`src/rtl/nt35510_bus_responder.sv`:
```
// Device-side responder for the NT35510 8080-style 16-bit LCD bus: decodes DCS writes,
// tracks the column/page window, streams RAMWR pixels and answers ID/status reads.
module nt35510_bus_responder #(
  parameter int unsigned H_RES = 480,
  parameter int unsigned V_RES = 800,
  parameter logic [7:0]  ID1   = 8'h00,
  parameter logic [7:0]  ID2   = 8'h80,
  parameter logic [7:0]  ID3   = 8'h00
) (
  input  logic        clk,
  input  logic        rst,
  input  logic        LCD_csel,
  input  logic        LCD_rs,
  input  logic        LCD_wr,
  input  logic        LCD_rd,
  input  logic [15:0] LCD_data_in,
  output logic [15:0] LCD_data_out,
  output logic        LCD_data_oe,
  output logic        PIX_valid,
  output logic        PIX_first,
  output logic [15:0] PIX_x,
  output logic [15:0] PIX_y,
  output logic [15:0] PIX_data,
  output logic        disp_on,
  output logic        sleep_out
);

  localparam logic [15:0] XE_DEF = 16'(H_RES - 1);
  localparam logic [15:0] YE_DEF = 16'(V_RES - 1);

  localparam logic [15:0] CMD_SLPIN  = 16'h1000;
  localparam logic [15:0] CMD_SLPOUT = 16'h1100;
  localparam logic [15:0] CMD_DISPOF = 16'h2800;
  localparam logic [15:0] CMD_DISPON = 16'h2900;
  localparam logic [15:0] CMD_CASET0 = 16'h2A00;
  localparam logic [15:0] CMD_CASET1 = 16'h2A01;
  localparam logic [15:0] CMD_CASET2 = 16'h2A02;
  localparam logic [15:0] CMD_CASET3 = 16'h2A03;
  localparam logic [15:0] CMD_PASET0 = 16'h2B00;
  localparam logic [15:0] CMD_PASET1 = 16'h2B01;
  localparam logic [15:0] CMD_PASET2 = 16'h2B02;
  localparam logic [15:0] CMD_PASET3 = 16'h2B03;
  localparam logic [15:0] CMD_RAMWR  = 16'h2C00;
  localparam logic [15:0] CMD_RDDPM  = 16'h0A00;
  localparam logic [15:0] CMD_RDID1  = 16'hDA00;
  localparam logic [15:0] CMD_RDID2  = 16'hDB00;
  localparam logic [15:0] CMD_RDID3  = 16'hDC00;

  typedef enum logic [1:0] {IDLE, SELECTED, READ_DRIVE} state_t;

  // Strobe vector bit order: [3]=rd, [2]=wr, [1]=rs, [0]=csel; idle bus is 4'b1101.
  localparam logic [3:0] BUS_IDLE = 4'b1101;

  state_t      state;
  logic [3:0]  sync1, sync2;
  logic [3:0]  hist;
  logic [15:0] data1, data2;

  logic [15:0] cur_cmd;
  logic [15:0] xs, xe, ys, ye;
  logic [15:0] cur_x, cur_y;
  logic        first_armed;

  logic        sel, rs;
  logic        wr_rise, rd_fall, rd_rise, csel_fall, csel_rise;
  logic [15:0] nx_x, nx_y;
  logic [15:0] read_word;

  assign sel       = ~sync2[0];
  assign rs        = sync2[1];
  assign wr_rise   = sel & sync2[2] & ~hist[2];
  assign rd_fall   = sel & ~sync2[3] & hist[3];
  assign rd_rise   = sync2[3] & ~hist[3];
  assign csel_fall = ~sync2[0] & hist[0];
  assign csel_rise = sync2[0] & ~hist[0];

  // The >= tests make a window that shrank under the cursor wrap instead of running away.
  always_comb begin
    nx_x = cur_x + 16'd1;
    nx_y = cur_y;
    if (cur_x >= xe) begin
      nx_x = xs;
      nx_y = (cur_y >= ye) ? ys : (cur_y + 16'd1);
    end
  end

  always_comb begin
    read_word = 16'h0000;
    case (cur_cmd)
      CMD_RDID1: read_word = {8'h00, ID1};
      CMD_RDID2: read_word = {8'h00, ID2};
      CMD_RDID3: read_word = {8'h00, ID3};
      CMD_RDDPM: read_word = {8'h00, sleep_out, 2'b00, sleep_out, 1'b0, disp_on, 2'b00};
      default:   read_word = 16'h0000;
    endcase
  end

  always_ff @(posedge clk or posedge rst) begin
    if (rst) begin
      state        <= IDLE;
      sync1        <= BUS_IDLE;
      sync2        <= BUS_IDLE;
      hist         <= BUS_IDLE;
      data1        <= 16'h0000;
      data2        <= 16'h0000;
      cur_cmd      <= 16'h0000;
      xs           <= 16'h0000;
      xe           <= XE_DEF;
      ys           <= 16'h0000;
      ye           <= YE_DEF;
      cur_x        <= 16'h0000;
      cur_y        <= 16'h0000;
      first_armed  <= 1'b0;
      LCD_data_out <= 16'h0000;
      LCD_data_oe  <= 1'b0;
      PIX_valid    <= 1'b0;
      PIX_first    <= 1'b0;
      PIX_x        <= 16'h0000;
      PIX_y        <= 16'h0000;
      PIX_data     <= 16'h0000;
      disp_on      <= 1'b0;
      sleep_out    <= 1'b0;
    end else begin
      sync1     <= {LCD_rd, LCD_wr, LCD_rs, LCD_csel};
      sync2     <= sync1;
      hist      <= sync2;
      data1     <= LCD_data_in;
      data2     <= data1;
      PIX_valid <= 1'b0;
      PIX_first <= 1'b0;

      // Read-side bus ownership; the write decode below runs independently of it.
      case (state)
        IDLE: begin
          if (csel_fall) begin
            if (rd_fall) begin
              LCD_data_oe  <= 1'b1;
              LCD_data_out <= read_word;
              state        <= READ_DRIVE;
            end else begin
              state <= SELECTED;
            end
          end
        end
        SELECTED: begin
          if (csel_rise || !sel) begin
            state <= IDLE;
          end else if (rd_fall) begin
            LCD_data_oe  <= 1'b1;
            LCD_data_out <= read_word;
            state        <= READ_DRIVE;
          end
        end
        READ_DRIVE: begin
          if (csel_rise || !sel) begin
            LCD_data_oe  <= 1'b0;
            LCD_data_out <= 16'h0000;
            state        <= IDLE;
          end else if (rd_rise) begin
            LCD_data_oe  <= 1'b0;
            LCD_data_out <= 16'h0000;
            state        <= SELECTED;
          end
        end
        default: begin
          LCD_data_oe <= 1'b0;
          state       <= IDLE;
        end
      endcase

      if (wr_rise) begin
        if (!rs) begin
          cur_cmd <= data2;
          case (data2)
            CMD_SLPOUT: sleep_out <= 1'b1;
            CMD_SLPIN:  sleep_out <= 1'b0;
            CMD_DISPON: disp_on   <= 1'b1;
            CMD_DISPOF: disp_on   <= 1'b0;
            CMD_RAMWR: begin
              cur_x       <= xs;
              cur_y       <= ys;
              first_armed <= 1'b1;
            end
            default: ;
          endcase
        end else begin
          case (cur_cmd)
            CMD_CASET0: xs[15:8] <= data2[7:0];
            CMD_CASET1: xs[7:0]  <= data2[7:0];
            CMD_CASET2: xe[15:8] <= data2[7:0];
            CMD_CASET3: xe[7:0]  <= data2[7:0];
            CMD_PASET0: ys[15:8] <= data2[7:0];
            CMD_PASET1: ys[7:0]  <= data2[7:0];
            CMD_PASET2: ye[15:8] <= data2[7:0];
            CMD_PASET3: ye[7:0]  <= data2[7:0];
            CMD_RAMWR: begin
              PIX_valid   <= 1'b1;
              PIX_first   <= first_armed;
              PIX_x       <= cur_x;
              PIX_y       <= cur_y;
              PIX_data    <= data2;
              first_armed <= 1'b0;
              cur_x       <= nx_x;
              cur_y       <= nx_y;
            end
            default: ;
          endcase
        end
      end
    end
  end

endmodule

```
`config.mk`:
```
export PLATFORM = sky130hd
export DESIGN_NAME = nt35510_bus_responder
export DESIGN_NICKNAME = d
export VERILOG_FILES = /design/src/rtl/nt35510_bus_responder.sv
export SDC_FILE = /design/constraint.sdc
export NUM_CORES = 1
export LEC_CHECK = 0
export CORE_MARGIN = 4
export CORE_UTILIZATION = 38
export CTS_CLUSTER_DIAMETER = 60
export CTS_CLUSTER_SIZE = 30
export DETAILED_ROUTE_END_ITERATION = 6
export PLACE_DENSITY_LB_ADDON = 0.1
export SLEW_MARGIN = 20
export SYNTH_ARGS = -nofsm -noshare
export SYNTH_HDL_FRONTEND = slang
export SYNTH_SLANG_ARGS = --single-unit
```
`constraint.sdc`:
```
create_clock -name clk -period 9.3 [get_ports clk]
set_clock_uncertainty 0.15 [all_clocks]
set_input_delay 1.86 -clock clk [delete_from_list [all_inputs] [get_ports clk]]
set_output_delay 1.86 -clock clk [all_outputs]
set_load 0.1 [all_outputs]
```
==> metrics.yaml <==
hold_start: "data1[6]"
yosys.area.top_type_share_pct: 50.1
worstSetupPathType: "register to primary output"
maxCapViolCount: 0
cts.path.max_buffers: 3
grt_max_degree: 133
ioPinCount: 91
post_cts_buffers: 0
arrival_ns: 2.09
peakVddDrop_uv: 119
min_path_type: "register to register"
finalCritPeriodShare_pct: 44.1
core_um2: 24500
crit_path_top_delay_cell: "clkdlybuf4s50_1"
cts_resized: 0
cp_num_buf_inv: 1
status: "finished, final reports clean"
first_pass_iters: 4
rows: 57
power_density_nw_per_um2: 173
syn_to_final_growth_pct: 18.4
setup_viol: 0
slew_viol_final: 0
worst_pin_slew_ns: 1.09
portBuffers: 77
cts_made_buffers: 21
grt.total_usage_pct: 16.4
r2r_slack_ns: 5.64
hpwl_um: 15100
worstPathRequired_ns: 7.29
grt_pass1_vias: 6585
fillers: 2313
syn_area_per_cell_um2: 11.2
ant_nets: 0
fp.dieH_um: 166
place_congestion: 0.791
yosys_warnings: 0
fin_crit_ns: 4.10
fmax_mhz: 244
async_flop_share_pct: 100
cts_sinks: 214
die_w_um: 166
path_cells: "clkdlybuf4s50_1"
yosys.area.top_type: "dfrtp_1"
start_util_pct: 38.8
cts_tree: "yes"
slew_headroom_pct: 26.9
synth_area_um2: 9490
seq_area_um2: 5390
drtIter0Drc: 310
wl_um: 22400
grt_setup_unrepaired: "false"
power_leakage_nw: 5.16
ys_top_cells_by_area: "dfrtp_1 (50%), mux2_2 (9.7%), dfstp_2 (6.6%)"
yosysUniqueCellTypes: 56
yosys_register_bits: 214
vias: 6389
start_kind: "register"
placed_cells: 1224
drive_gt1_share_pct: 18.2
multi_input_area_um2: 3740
grt-ovfl-total: 0
cp_top_family: "buffers and inverters"
end_kind: "primary output"
hold_path_depth: 0
finalHoldViolations: 0
antenna_found_initial: 0
hold_path_end: "data2[6]"
clk_latency_ns: 0.52
synth_flop_cell: "dfrtp_1"
htreeDepth: 1
regToRegEndpoint: "cur_y[13]"
final_util_pct: 46.0
drc: 0
cts_root_buf: "clkbuf_16"
reg2reg_depth: 7
path_max_fanout: 3
clkTransAtPathRegs_ns: 0.08
cpPeakStageDelay_ns: 1.15
synth-seq-area-share_pct: 56.7
grt_pass1_wl_um: 36800
final_nets: 979
rr_startpoint: "sync2[1]"
die-area_um2: 27600
via_per_inst: 5.06
synth_edf_count: 0
final_cells: 1263
syn_inst: 850
cts_hold_buf: 0
wl_per_cell_um: 17.8
setup-tns-final_ns: 0
-- through the flow --
step	hold slack [ns]	worst slack, ns	area (um2)	total power (W)
6_report	0.190	5.20	11200	0.00195
5_1_grt	0.200	5.16	11200	0.00202
4_1_cts	0.196	5.17	11200	0.00198
3_5_place_dp	0.185	4.91	10600	0.00112
3_3_place_gp	0.182	4.89	10600	0.00112
2_1_floorplan	0.181	1.48	9540	0.00109
-- synthesized netlist by cell type, types with 6 or more instances --
cell	number
dfrtp_1	190
nand2_1	156
mux2_2	82
inv_1	49
o21ai_0	38
a21oi_1	37
ha_1	34
clkbuf_1	27
dfstp_2	24
nand3_1	22
nor2_1	22
nand4_1	14
buf_4	13
xor2_1	11
a21o_1	10
nor3_1	10
and3_1	9
a22oi_1	8
mux2i_1	7
buf_2	6
o2111ai_1	6
-- cells in the final DEF (no fill, tap or decap), types with 5 or more instances in the layout --
cell type	Yosys	final
dfrtp_1	190	190
nand2_1	156	156
mux2_2	82	82
clkdlybuf4s50_1	0	77
inv_1	49	48
o21ai_0	38	38
a21oi_1	37	37
ha_1	34	34
dfstp_2	24	24
nor2_1	22	22
nand3_1	22	22
clkbuf_16	0	21
nand4_1	14	14
conb_1	1	13
xor2_1	11	11
a21o_1	10	10
nor3_1	10	10
and3_1	9	9
a22oi_1	8	8
mux2i_1	7	7
buf_4	13	7
o2111ai_1	6	6
inv_6	0	6
nand2b_1	5	5
o211ai_1	5	5
-- power by group --
group          leakage (nW)  switching (W)  total (W)  internal (W)
logic                  2.04      0.0000717   0.000105     0.0000337
clock network         0.336       0.000406   0.000846      0.000440
registers              2.79      0.0000371   0.000997      0.000959
-- cell families (layout without fill, tap and decap cells) --
logic type,after synthesis,count (layout),share of synthesized area [%]
buf+inv,96,172,4.39
flops,214,214,56.7
compound gates,131,131,8.90
other cells,1,14,0.0395
fa+ha+maj,34,34,4.48
simple gates,274,274,14.0
xor+xnor,11,11,1.02
mux,89,89,10.5
-- worst max-delay path by stage --
stage,from,endpoint,slack [ns],depth (start not counted)
after floorplan,rst,LCD_data_oe,1.48,1
after CTS,disp_on,disp_on,5.17,1
after detailed placement,rst,data1[6],4.91,3
after global routing,sleep_out,sleep_out,5.16,1
after global placement,rst,data2[11],4.89,3
final,disp_on,disp_on,5.20,1
-- registers in the layout, summed over array words and instances, names as in the netlist, 2 cells and up --
name	flops
PIX_data	16
PIX_x	16
PIX_y	16
cur_cmd	16
cur_x	16
cur_y	16
data1	16
data2	16
xe	16
xs	16
ye	16
ys	16
sync1	4
sync2	4
LCD_data_out	3
hist	3
state	2
-- final cells by class --
cell class,count,share of cell area [%]
flip-flops and latches,214,47.9
inverters,49,1.70
clock inverters,16,1.34
clock buffers,22,4.71
diodes,1,0.0223
repair buffers,85,7.42
well taps,324,3.61
multi-input cells,552,33.3
-- metal layers --
layer / track usage, % / vias to the layer above / part of all wire [%]
met5: 0 / - / 0
met4: 3.98 / 0 / 2.1
met3: 2.12 / 29 / 4.3
met2: 26.6 / 137 / 46
met1: 23.5 / 3159 / 48
li1: - / 3064 / -
Note: power is estimated with default switching activity, not from simulation.
